$ cat config.mk
export PLATFORM = sky130hd
export DESIGN_NAME = seven_segment_scan_controller
export DESIGN_NICKNAME = d
export VERILOG_FILES = /design/src/rtl/seg_pkg.sv /design/src/rtl/scan_slot_timer.sv /design/src/rtl/seven_segment_scan_controller.sv
export SDC_FILE = /design/constraint.sdc
export NUM_CORES = 1
export LEC_CHECK = 0
export ABC_AREA = 1
export BUFFER_PORTS_ARGS = -buffer_cell sky130_fd_sc_hd__clkbuf_2
export CAP_MARGIN = 10
export CORE_ASPECT_RATIO = 1.2
export CORE_UTILIZATION = 35
export CTS_CLUSTER_SIZE = 40
export DETAILED_ROUTE_END_ITERATION = 12
export PLACE_DENSITY = 0.57
export SLEW_MARGIN = 5
export SYNTH_ARGS = -nofsm -noshare
export SYNTH_HDL_FRONTEND = slang
export SYNTH_SLANG_ARGS = --single-unit
$ cat constraint.sdc
create_clock -name clk -period 2.85 [get_ports clk]
set_clock_uncertainty 0.2 [all_clocks]
set_input_delay 0.285 -clock clk [delete_from_list [all_inputs] [get_ports clk]]
set_output_delay 0.285 -clock clk [all_outputs]
set_load 0.02 [all_outputs]
$ cat src/rtl/seg_pkg.sv
// seg_pkg
// Shared definitions for the seven-segment scan controller:
//   - scan_state_t : FSM state encoding (IDLE / BLANK / SHOW)
//   - BCD_BLANK    : largest valid BCD code; anything above is blanked
//   - DEFAULT_*    : default slot timing for a 50 MHz-class clock
//   - bcd_invalid  : true when a nibble is not a decimal digit
package seg_pkg;

  typedef enum logic [1:0] {
    ST_IDLE  = 2'd0,
    ST_BLANK = 2'd1,
    ST_SHOW  = 2'd2
  } scan_state_t;

  localparam logic [3:0] BCD_BLANK = 4'd9;

  localparam int DEFAULT_BLANK_CYCLES = 500;
  localparam int DEFAULT_SHOW_CYCLES  = 49500;

  function automatic logic bcd_invalid(input logic [3:0] v);
    return (v > BCD_BLANK);
  endfunction

endpackage

$ cat src/rtl/scan_slot_timer.sv
// scan_slot_timer
// Down-counter shared by the BLANK and SHOW phases of a scan slot.
// Loading value N-1 yields a phase of N cycles; tc is high while the
// count sits at zero, i.e. in the last cycle of the phase.
// Ports:
//   clk, rst_n : clock, asynchronous active-low reset
//   clear      : synchronous return to zero (used while scanning is off)
//   load       : load load_val (takes priority over counting)
//   load_val   : phase length minus one
//   tc         : terminal count (count == 0)
module scan_slot_timer #(
  parameter int CNT_W = 16
) (
  input  logic             clk,
  input  logic             rst_n,
  input  logic             clear,
  input  logic             load,
  input  logic [CNT_W-1:0] load_val,
  output logic             tc
);

  logic [CNT_W-1:0] cnt;

  always_ff @(posedge clk or negedge rst_n) begin
    if (!rst_n) begin
      cnt <= '0;
    end else if (clear) begin
      cnt <= '0;
    end else if (load) begin
      cnt <= load_val;
    end else if (cnt != '0) begin
      cnt <= cnt - 1'b1;
    end
  end

  assign tc = (cnt == '0);

endmodule

$ cat src/rtl/seven_segment_scan_controller.sv
// seven_segment_scan_controller
// Time-multiplexes one BCD-to-seven-segment encoder across NUM_DIGITS
// common-anode digits. Each frame starts by snapshotting all digits and
// decimal points, then every digit gets a slot of BLANK_CYCLES with all
// anodes off (bcd_out already switched) followed by SHOW_CYCLES with its
// anode on. Suppressed digits keep their slot so the frame rate is fixed.
// Ports:
//   clk, rst_n    : clock, asynchronous active-low reset
//   enable        : scanning runs while high; low returns to IDLE
//   zero_suppress : blank leading zeros (sampled at each SHOW entry)
//   digits_bcd    : digit k at [4k+3:4k], digit 0 least significant
//   dp_in         : decimal point request per digit
//   bcd_out       : code to the encoder
//   digit_en_n    : anode enables, active-low, at most one low
//   dp_out        : decimal point for the selected digit
//   frame_tick    : one-cycle pulse in the first cycle of each frame
//   state_dbg     : current FSM state (scan_state_t encoding)
//
// Handshake: there is no valid/ready pair; frame_tick marks the cycle in
// which the snapshot of digits_bcd/dp_in has just been taken, and all
// outputs are registered.
module seven_segment_scan_controller
  import seg_pkg::*;
#(
  parameter int NUM_DIGITS   = 4,
  parameter int BLANK_CYCLES = DEFAULT_BLANK_CYCLES,
  parameter int SHOW_CYCLES  = DEFAULT_SHOW_CYCLES
) (
  input  logic                    clk,
  input  logic                    rst_n,
  input  logic                    enable,
  input  logic                    zero_suppress,
  input  logic [4*NUM_DIGITS-1:0] digits_bcd,
  input  logic [NUM_DIGITS-1:0]   dp_in,
  output logic [3:0]              bcd_out,
  output logic [NUM_DIGITS-1:0]   digit_en_n,
  output logic                    dp_out,
  output logic                    frame_tick,
  output logic [1:0]              state_dbg
);

  localparam int MAX_CYC = (BLANK_CYCLES > SHOW_CYCLES) ? BLANK_CYCLES : SHOW_CYCLES;
  localparam int CNT_W   = $clog2(MAX_CYC + 1);
  localparam int IDX_W   = $clog2(NUM_DIGITS);

  localparam logic [CNT_W-1:0] BLANK_LOAD = CNT_W'(BLANK_CYCLES - 1);
  localparam logic [CNT_W-1:0] SHOW_LOAD  = CNT_W'(SHOW_CYCLES - 1);
  localparam logic [IDX_W-1:0] LAST_IDX   = IDX_W'(NUM_DIGITS - 1);

  scan_state_t state_r, state_nxt;
  logic [IDX_W-1:0] idx_r, idx_nxt, idx_inc;

  logic [3:0]            snap_bcd [NUM_DIGITS];
  logic [NUM_DIGITS-1:0] snap_dp;
  logic                  snap_load;

  logic [3:0]            bcd_nxt;
  logic [NUM_DIGITS-1:0] en_nxt;
  logic                  dp_nxt;
  logic                  tick_nxt;

  logic                  tmr_clear, tmr_load, tmr_tc;
  logic [CNT_W-1:0]      tmr_val;

  logic                  upper_zero;
  logic                  suppress;
  logic [NUM_DIGITS-1:0] en_sel;

  scan_slot_timer #(.CNT_W(CNT_W)) u_timer (
    .clk      (clk),
    .rst_n    (rst_n),
    .clear    (tmr_clear),
    .load     (tmr_load),
    .load_val (tmr_val),
    .tc       (tmr_tc)
  );

  assign idx_inc = (idx_r == LAST_IDX) ? '0 : idx_r + 1'b1;
  assign en_sel  = ~({{(NUM_DIGITS-1){1'b0}}, 1'b1} << idx_r);

  // A digit is a leading zero when it and every more significant digit
  // of the snapshot are zero. Digit 0 is exempt so "0" still displays.
  always_comb begin
    upper_zero = 1'b1;
    for (int j = 0; j < NUM_DIGITS; j++) begin
      if ((j >= int'(idx_r)) && (snap_bcd[j] != 4'd0)) begin
        upper_zero = 1'b0;
      end
    end
    suppress = bcd_invalid(snap_bcd[idx_r]) ||
               (zero_suppress && (idx_r != '0) && upper_zero);
  end

  always_comb begin
    state_nxt = state_r;
    idx_nxt   = idx_r;
    snap_load = 1'b0;
    tmr_clear = 1'b0;
    tmr_load  = 1'b0;
    tmr_val   = '0;
    bcd_nxt   = bcd_out;
    en_nxt    = '1;
    dp_nxt    = 1'b0;
    tick_nxt  = 1'b0;

    if (!enable) begin
      state_nxt = ST_IDLE;
      idx_nxt   = '0;
      tmr_clear = 1'b1;
      bcd_nxt   = 4'h0;
    end else begin
      case (state_r)
        ST_IDLE: begin
          state_nxt = ST_BLANK;
          idx_nxt   = '0;
          snap_load = 1'b1;
          tick_nxt  = 1'b1;
          bcd_nxt   = digits_bcd[3:0];
          tmr_load  = 1'b1;
          tmr_val   = BLANK_LOAD;
        end
        ST_BLANK: begin
          if (tmr_tc) begin
            state_nxt = ST_SHOW;
            tmr_load  = 1'b1;
            tmr_val   = SHOW_LOAD;
            en_nxt    = suppress ? '1 : en_sel;
            dp_nxt    = snap_dp[idx_r];
          end
        end
        ST_SHOW: begin
          if (tmr_tc) begin
            state_nxt = ST_BLANK;
            idx_nxt   = idx_inc;
            tmr_load  = 1'b1;
            tmr_val   = BLANK_LOAD;
            if (idx_r == LAST_IDX) begin
              // Wrap: the encoder gets digit 0 straight from the live
              // inputs, which is exactly what is being snapshotted.
              snap_load = 1'b1;
              tick_nxt  = 1'b1;
              bcd_nxt   = digits_bcd[3:0];
            end else begin
              bcd_nxt   = snap_bcd[idx_inc];
            end
          end else begin
            en_nxt = digit_en_n;
            dp_nxt = dp_out;
          end
        end
        default: begin
          state_nxt = ST_IDLE;
          idx_nxt   = '0;
          tmr_clear = 1'b1;
          bcd_nxt   = 4'h0;
        end
      endcase
    end
  end

  always_ff @(posedge clk or negedge rst_n) begin
    if (!rst_n) begin
      state_r    <= ST_IDLE;
      idx_r      <= '0;
      snap_dp    <= '0;
      bcd_out    <= 4'h0;
      digit_en_n <= '1;
      dp_out     <= 1'b0;
      frame_tick <= 1'b0;
      for (int j = 0; j < NUM_DIGITS; j++) begin
        snap_bcd[j] <= 4'h0;
      end
    end else begin
      state_r    <= state_nxt;
      idx_r      <= idx_nxt;
      bcd_out    <= bcd_nxt;
      digit_en_n <= en_nxt;
      dp_out     <= dp_nxt;
      frame_tick <= tick_nxt;
      if (snap_load) begin
        snap_dp <= dp_in;
        for (int j = 0; j < NUM_DIGITS; j++) begin
          snap_bcd[j] <= digits_bcd[4*j +: 4];
        end
      end
    end
  end

  assign state_dbg = state_r;

endmodule

==> results.py, run 1 <==
metrics = {
    "clock_tree": {
        "clock_path_buffers": 2,
        "path_clk_slew_ns": 0.09,
        "root_buffer": "clkbuf_8",
        "post_cts_buffers": 0,
        "clock-sinks": 50,
        "cts_inserted_buffers": 5,
        "htreeDepth": 2,
        "cts_tree": "yes",
        "ctsResizeCount": 0,
        "insertion_delay_ns": 0.30,
    },
    "job": {
        "max_cap_violations": 0,
    },
    "worst_setup_path": {
        "cp.arrival_ns": 2.33,
        "timing.rr.start": "idx_r[0]",
        "ff2ff_path_depth": 9,
        "critPathTopFamily": "flip-flops",
        "path_class": "reg2reg",
        "regToRegSetupSlack_ns": 0.55,
        "cp_num_cells": 9,
        "cpPeakStageDelay_ns": 0.55,
        "startpoint_type": "register",
        "worst-path-max-fanout": 30,
        "crit_required_ns": 2.89,
        "cp_slowest_cell": "dfrtp_1",
        "cp-end-kind": "register",
        "timing.critical_path.cells": "ha_1 > inv_1 > o21ai_0 > inv_1 > nor2_1 > nand2_4 > inv_6 > nand2_1 > o21ai_2",
        "r2r-end": "snap_bcd[7]",
        "path_buf_inv": 3,
        "cp_common_cell": "inv_1",
    },
    "layout": {
        "mostFrequentLayoutCell": "nand2_1",
        "layout-drive-gt1-share_pct": 20.6,
        "area_delta_synth_final_pct": 18.2,
        "instances_no_fill": 563,
        "final_nets": 480,
        "diodes": 0,
        "final-seq-area_mm2": 0.00126,
        "fillCellCount": 907,
        "mostFrequentLayoutCells": "nand2_1 (107), inv_1 (51), dfrtp_1 (46)",
        "multi_input_area_mm2": 0.00152,
    },
    "global_route": {
        "grtUsageTotal_pct": 17.2,
        "grt_pass1_wl_um": 12400,
        "grt-ovfl-total": 0,
        "grt_max_degree": 31,
        "antenna_found_initial": 0,
        "grt_pass1_vias": 2679,
    },
    "placed_design": {
        "port_buffers": 35,
        "place_inst": 537,
        "dpl_worst_slack_ns": 0.555,
        "dp.final_hpwl_um": 5570,
        "gp_congestion": 0.855,
    },
    "yosys": {
        "synth_area_mm2": 0.00306,
        "syn_avg_cell_area_um2": 7.86,
        "synth_warnings": 0,
        "synth-seq-cells": 50,
        "syn-num-nets": 424,
        "syn_inst": 389,
        "ys_seq_area_share_pct": 41.1,
        "ys_types": 35,
    },
    "power_and_ir_drop": {
        "p_leak_uw": 0.00186,
        "vdd_drop_max_mv": 0.312,
        "p_per_area_mw_per_mm2": 762,
    },
    "min_path": {
        "whs_endpoint": "snap_bcd[14]",
        "hold_path_class": "in2reg",
        "min_path_cells": 3,
        "hp-start": "digits_bcd[2]",
    },
    "outcome": {
        "status": "completed",
    },
    "sta": {
        "drv_slew": 0,
        "setup_viol": 0,
        "setup_tns_ns": 0,
        "rsz0062_at_grt": "no",
        "slew_headroom_pct": 54.7,
        "hold_viol_final": 0,
        "post-route-min-period_ns": 2.30,
        "period_share_pct": 80.5,
        "fmax_mhz": 436,
        "worst_slack_ns": 0.555,
        "tightest_slew_ns": 0.679,
    },
    "detailed_routing": {
        "drt-total-wl_um": 7220,
        "via_per_inst": 4.63,
        "vias": 2606,
        "ant_nets": 0,
        "drc": 0,
        "dr.pass1.iters": 4,
        "drt_iter0_markers": 100,
        "post_drt_wl_per_cell_um": 12.8,
    },
    "die": {
        "dieArea_mm2": 0.00912,
        "dieHeight_um": 104,
        "core-area_mm2": 0.00852,
        "fp-row-count": 37,
        "io_pins": 36,
        "die_w_um": 87.3,
        "start_util_pct": 35.9,
    },
}
==> sequential cells by signal, indices dropped and copies added, names as in the netlist <==
name and cells:
bcd_out 4, digit_en_n 4, dp_out 1, frame_tick 1, idx_r 2, snap_bcd 16, snap_dp 4, state_dbg 2
u_timer.cnt 16
==> worst register-to-register path: cells and delay by family, from the launching register on <==
family	cells	cell delay (ns)
adders and majority gates	1	0.25
DFF	1	0.55
buffers and inverters	3	0.45
AOI/OAI and AO/OA	2	0.31
and+or+nand+nor	3	0.49
==> final cells by class <==
cell class                      instances  share of cell area (%)
Clock buffer                            5                    1.90
Clock inverter                          3                    1.11
Inverter                               54                    5.89
Multi-Input combinational cell        279                    42.0
Sequential cell                        50                    34.8
Tap cell                              117                    4.05
Timing Repair Buffer                   55                    10.2
==> Yosys cell counts (all sizes together) <==
master	count	share of area, %
dfrtp	46	38
clkinv	1	0.29
a21boi	1	0.25
a32o	1	0.33
o21bai	1	0.25
nor3	2	0.49
dfstp	4	3.4
nor3b	1	0.25
nand3	35	6.3
nand4	8	1.6
a31oi	1	0.20
nand2	118	16
nor2	49	8.0
a21oi	13	2.1
buf	6	2.3
o21ai	28	6.4
ha	11	4.5
xor2	8	2.3
xnor2	2	0.57
inv	53	6.7
==> worst max-delay path by stage <==
stage,startpoint,end
finish,idx_r[0],snap_bcd[7]
global route,idx_r[0],bcd_out[2]
CTS,idx_r[0],snap_bcd[7]
detailed placement,idx_r[0],snap_bcd[7]
global placement,state_dbg[0],snap_bcd[7]
floorplan,state_dbg[0],snap_bcd[14]
==> kinds of logic (layout without fill, tap and decap cells) <==
| family | Yosys count | count (layout) | share of synthesized area [%] |
|---|---|---|---|
| simple gates | 213 | 213 | 32.7 |
| buf+inv | 60 | 117 | 9.25 |
| flops | 50 | 50 | 41.1 |
| compound gates | 45 | 45 | 9.57 |
| fa+ha+maj | 11 | 11 | 4.50 |
| xor+xnor | 10 | 10 | 2.86 |
==> layer usage <==
| metal | share of wire, % | wire length, um | up-vias | global-route usage [%] |
|---|---|---|---|---|
| li1 | - | - | 1338 | - |
| met1 | 42 | 3030 | 1207 | 19.0 |
| met2 | 54 | 3890 | 51 | 32.8 |
| met3 | 2.4 | 172 | 10 | 2.62 |
| met4 | 1.8 | 131 | 0 | 4.92 |
| met5 | 0 | 0 | - | 0 |
==> through the flow <==
step | hold WS (ns) | instance area, um2 | power [uW] | utilization (%)
detailed placement | 0.170 | 3320 | 2260 | 39.0
global placement | 0.168 | 3320 | 2260 | 39.0
CTS | 0.00480 | 3600 | 2790 | 42.3
finish | 0.0362 | 3610 | 2750 | 42.4
floorplan | -0.211 | 3060 | 2000 | -
global route | 0.0425 | 3610 | 2990 | 42.4
==> report_power, final <==
part / switching, uW / internal [uW]
Clock: 237 / 259
Combinational: 753 / 414
Sequential: 164 / 927
Total: 1150 / 1600
==> timing repair <==
| action | CTS | global route |
|---|---|---|
| hold endpoints to repair | 39 | 1 |
| endpoints found under the setup margin | 0 | 0 |
| hold buffers | 17 | 1 |
Power figures use the tool's default switching activity.
==> run 2, diff against run 1 <==
Settings changed: ABC_AREA 1 to 0, PLACE_DENSITY 0.57 to 0.58.
Clock period 2.85 ns to 2.3 ns, I/O delays scaled along.
==> results.py, run 2 <==
metrics = {
    "outcome": {
        "status": "completed",
    },
    "yosys": {
        "yosys-top-cells-area": "dfrtp_1 (40%), nand2_1 (6.3%), o22ai_1 (5.4%)",
        "ys_seq_area_share_pct": 43.7,
        "synth_top_area_cell": "dfrtp_1",
        "synth_xor_area_share_pct": 2.44,
        "synth_common_cells": "nand2_1 (48), dfrtp_1 (46), o22ai_1 (25)",
        "synth_area_mm2": 0.00287,
        "muxShareOfSynthArea_pct": 4.35,
        "post-synth-top-area-fraction_pct": 40.1,
        "synth_async_sr_flop_share_pct": 100,
        "ys_types": 55,
        "syn_avg_cell_area_um2": 9.55,
        "synth_edf_count": 0,
        "syn-num-nets": 336,
        "synth_fa_ha_area_share_pct": 4.79,
        "synth_compound_area_share_pct": 19.9,
        "synth-seq-cells": 50,
        "syn_inst": 301,
        "synthSimpleGateAreaFrac_pct": 20.4,
        "synth_top_family_by_area": "simple AND/OR/NAND/NOR gates",
        "synth.most_common_cell": "nand2_1",
        "synth_warnings": 0,
        "ys.flop_type": "dfrtp_1",
    },
    "placed_design": {
        "gp_congestion": 0.846,
        "place_inst": 446,
        "port_buffers": 35,
        "dp.final_hpwl_um": 5580,
        "dpl_worst_slack_ns": -0.0137,
    },
    "sta": {
        "slew_headroom_pct": 55.9,
        "post-route-min-period_ns": 2.27,
        "period_share_pct": 98.5,
        "worst_slack_ns": 0.0347,
        "hold_viol_final": 0,
        "setup_viol": 0,
        "drv_slew": 0,
        "fmax_mhz": 441,
        "rsz0062_at_grt": "yes",
        "tightest_slew_ns": 0.661,
    },
    "clock_tree": {
        "insertion_delay_ns": 0.31,
        "htreeDepth": 2,
        "cts_tree": "yes",
        "clock-sinks": 50,
        "root_buffer": "clkbuf_8",
        "clock_path_buffers": 2,
        "path_clk_slew_ns": 0.09,
        "cts_inserted_buffers": 5,
    },
    "die": {
        "dieArea_mm2": 0.00858,
        "start_util_pct": 36.7,
        "fp-row-count": 35,
        "core-area_mm2": 0.00784,
        "dieHeight_um": 101,
        "io_pins": 36,
        "die_w_um": 84.7,
    },
    "global_route": {
        "grt_pass1_wl_um": 13100,
        "grt_pass1_vias": 2704,
        "grtUsageTotal_pct": 19.2,
        "grt-ovfl-total": 0,
        "grt_max_degree": 28,
        "antenna_found_initial": 0,
    },
    "worst_setup_path": {
        "cp.arrival_ns": 2.30,
        "path_class": "reg2reg",
        "r2r-end": "u_timer.cnt[12]",
        "crit_required_ns": 2.34,
        "regToRegSetupSlack_ns": 0.03,
        "crit_start": "u_timer.cnt[9]",
        "cp-end-kind": "register",
        "timing.rr.start": "u_timer.cnt[9]",
        "worst-path-max-fanout": 4,
        "ff2ff_path_depth": 4,
        "startpoint_type": "register",
    },
    "layout": {
        "layout-drive-gt1-share_pct": 29.0,
        "diodes": 0,
        "final-seq-area_mm2": 0.00126,
        "mostFrequentLayoutCells": "nand2_1 (48), dfrtp_1 (45), clkbuf_2 (35), buf_4 (35), o22ai_1 (25)",
        "fillCellCount": 765,
        "instances_no_fill": 481,
        "final_nets": 423,
        "mostFrequentLayoutCell": "nand2_1",
        "multi_input_area_mm2": 0.00158,
        "top_regs": "snap_bcd (16), u_timer.cnt (16)",
        "area_delta_synth_final_pct": 32.9,
    },
    "min_path": {
        "min_path_cells": 3,
        "hold_path_class": "in2reg",
        "whs_endpoint": "snap_bcd[14]",
        "hp-start": "digits_bcd[2]",
    },
    "power_and_ir_drop": {
        "p_leak_uw": 0.00162,
        "p_per_area_mw_per_mm2": 775,
        "vdd_drop_max_mv": 0.474,
    },
    "job": {
        "max_cap_violations": 0,
    },
    "detailed_routing": {
        "ant_nets": 0,
        "post_drt_wl_per_cell_um": 16.7,
        "dr.pass1.iters": 6,
        "drt_iter0_markers": 128,
        "met1_length_um": 3410,
        "dr_wl_met3_um": 190,
        "routed-wl-met2_um": 4250,
        "drc": 0,
        "drt-total-wl_um": 8020,
        "routed.top_layer": "met4",
        "via_per_inst": 5.51,
        "vias": 2651,
    },
}
## run 2: changes by cell type in the layout (fill, tap and decap cells not counted), moves of 15 or more
cell,delta
o22ai_1,+25
o21ai_2,-15
nand2_1,-59
nor2_1,-21
inv_1,-43
buf_4,+33
nand3_1,-28
## run 2: area by class of cell
| type | count | share of cell area (%) |
|---|---|---|
| Multi-Input combinational cell | 223 | 41.3 |
| Sequential cell | 50 | 32.9 |
| Timing Repair Buffer | 98 | 19.4 |
| Tap cell | 92 | 3.01 |
| Clock buffer | 7 | 2.26 |
| Inverter | 10 | 0.983 |
| Clock inverter | 1 | 0.131 |
## run 2: worst max path at each step
stage                       to  slack, ns  cells after the start
6_report       u_timer.cnt[12]       0.03                      4
3_3_place_gp      state_dbg[0]       0.03                      5
4_1_cts             bcd_out[3]     0.0001                      8
5_1_grt                 dp_out      -0.05                      8
3_5_place_dp      state_dbg[0]      -0.01                      7
2_1_floorplan       bcd_out[0]       0.08                      6
## run 2: worst max-delay path, stage by stage (launching register included)
cell and delay, ns:
dfrtp_1 0.42, or4_4 0.60, a2111oi_4 0.35, or4b_4 0.50, a21oi_2 0.13
## run 2: logic make-up (layout without fill, tap and decap cells)
group / Yosys count / after routing
muxes: 10 / 10
xor gates and xnor gates: 8 / 8
and+or+nand+nor: 115 / 115
buffers and inverters: 28 / 116
AOI/OAI and AO/OA: 79 / 79
adders and majority gates: 11 / 11
DFF: 50 / 50
## run 2: layer usage
metal,track usage [%],vias to the layer above
li1,-,1281
met1,22.5,1290
met2,36.2,63
met3,3.02,17
met4,5.61,0
met5,0,-
## run 2: timing repair
action / CTS / global route
endpoints found under the setup margin: 6 / 41
endpoints found under the hold margin: 42 / 0
cloned: 0 / 1
gates resized for setup: 3 / 19
pin swaps: 0 / 6
hold buffers: 20 / 0
buffers inserted: 0 / 6
## run 2: report_power, final
group	switching [uW]	total, uW	internal, uW
Sequential	146	1200	1050
Combinational	656	1210	553
Clock	308	552	244
Total	1110	2960	1850
## run 2: metrics by stage
| step | hold WS [ns] | power (uW) | setup TNS, ns | util (%) | cell area [um2] |
|---|---|---|---|---|---|
| floorplan | -0.266 | 1850 | 0 | - | 2870 |
| global placement | 0.0882 | 2250 | 0 | 43.0 | 3370 |
| detailed placement | 0.0931 | 2270 | -0.0137 | 43.0 | 3370 |
| CTS | 0.00528 | 2860 | 0 | 46.9 | 3680 |
| global route | 0.0406 | 3150 | -0.276 | 48.7 | 3820 |
| finish | 0.00856 | 2960 | 0 | 48.7 | 3820 |
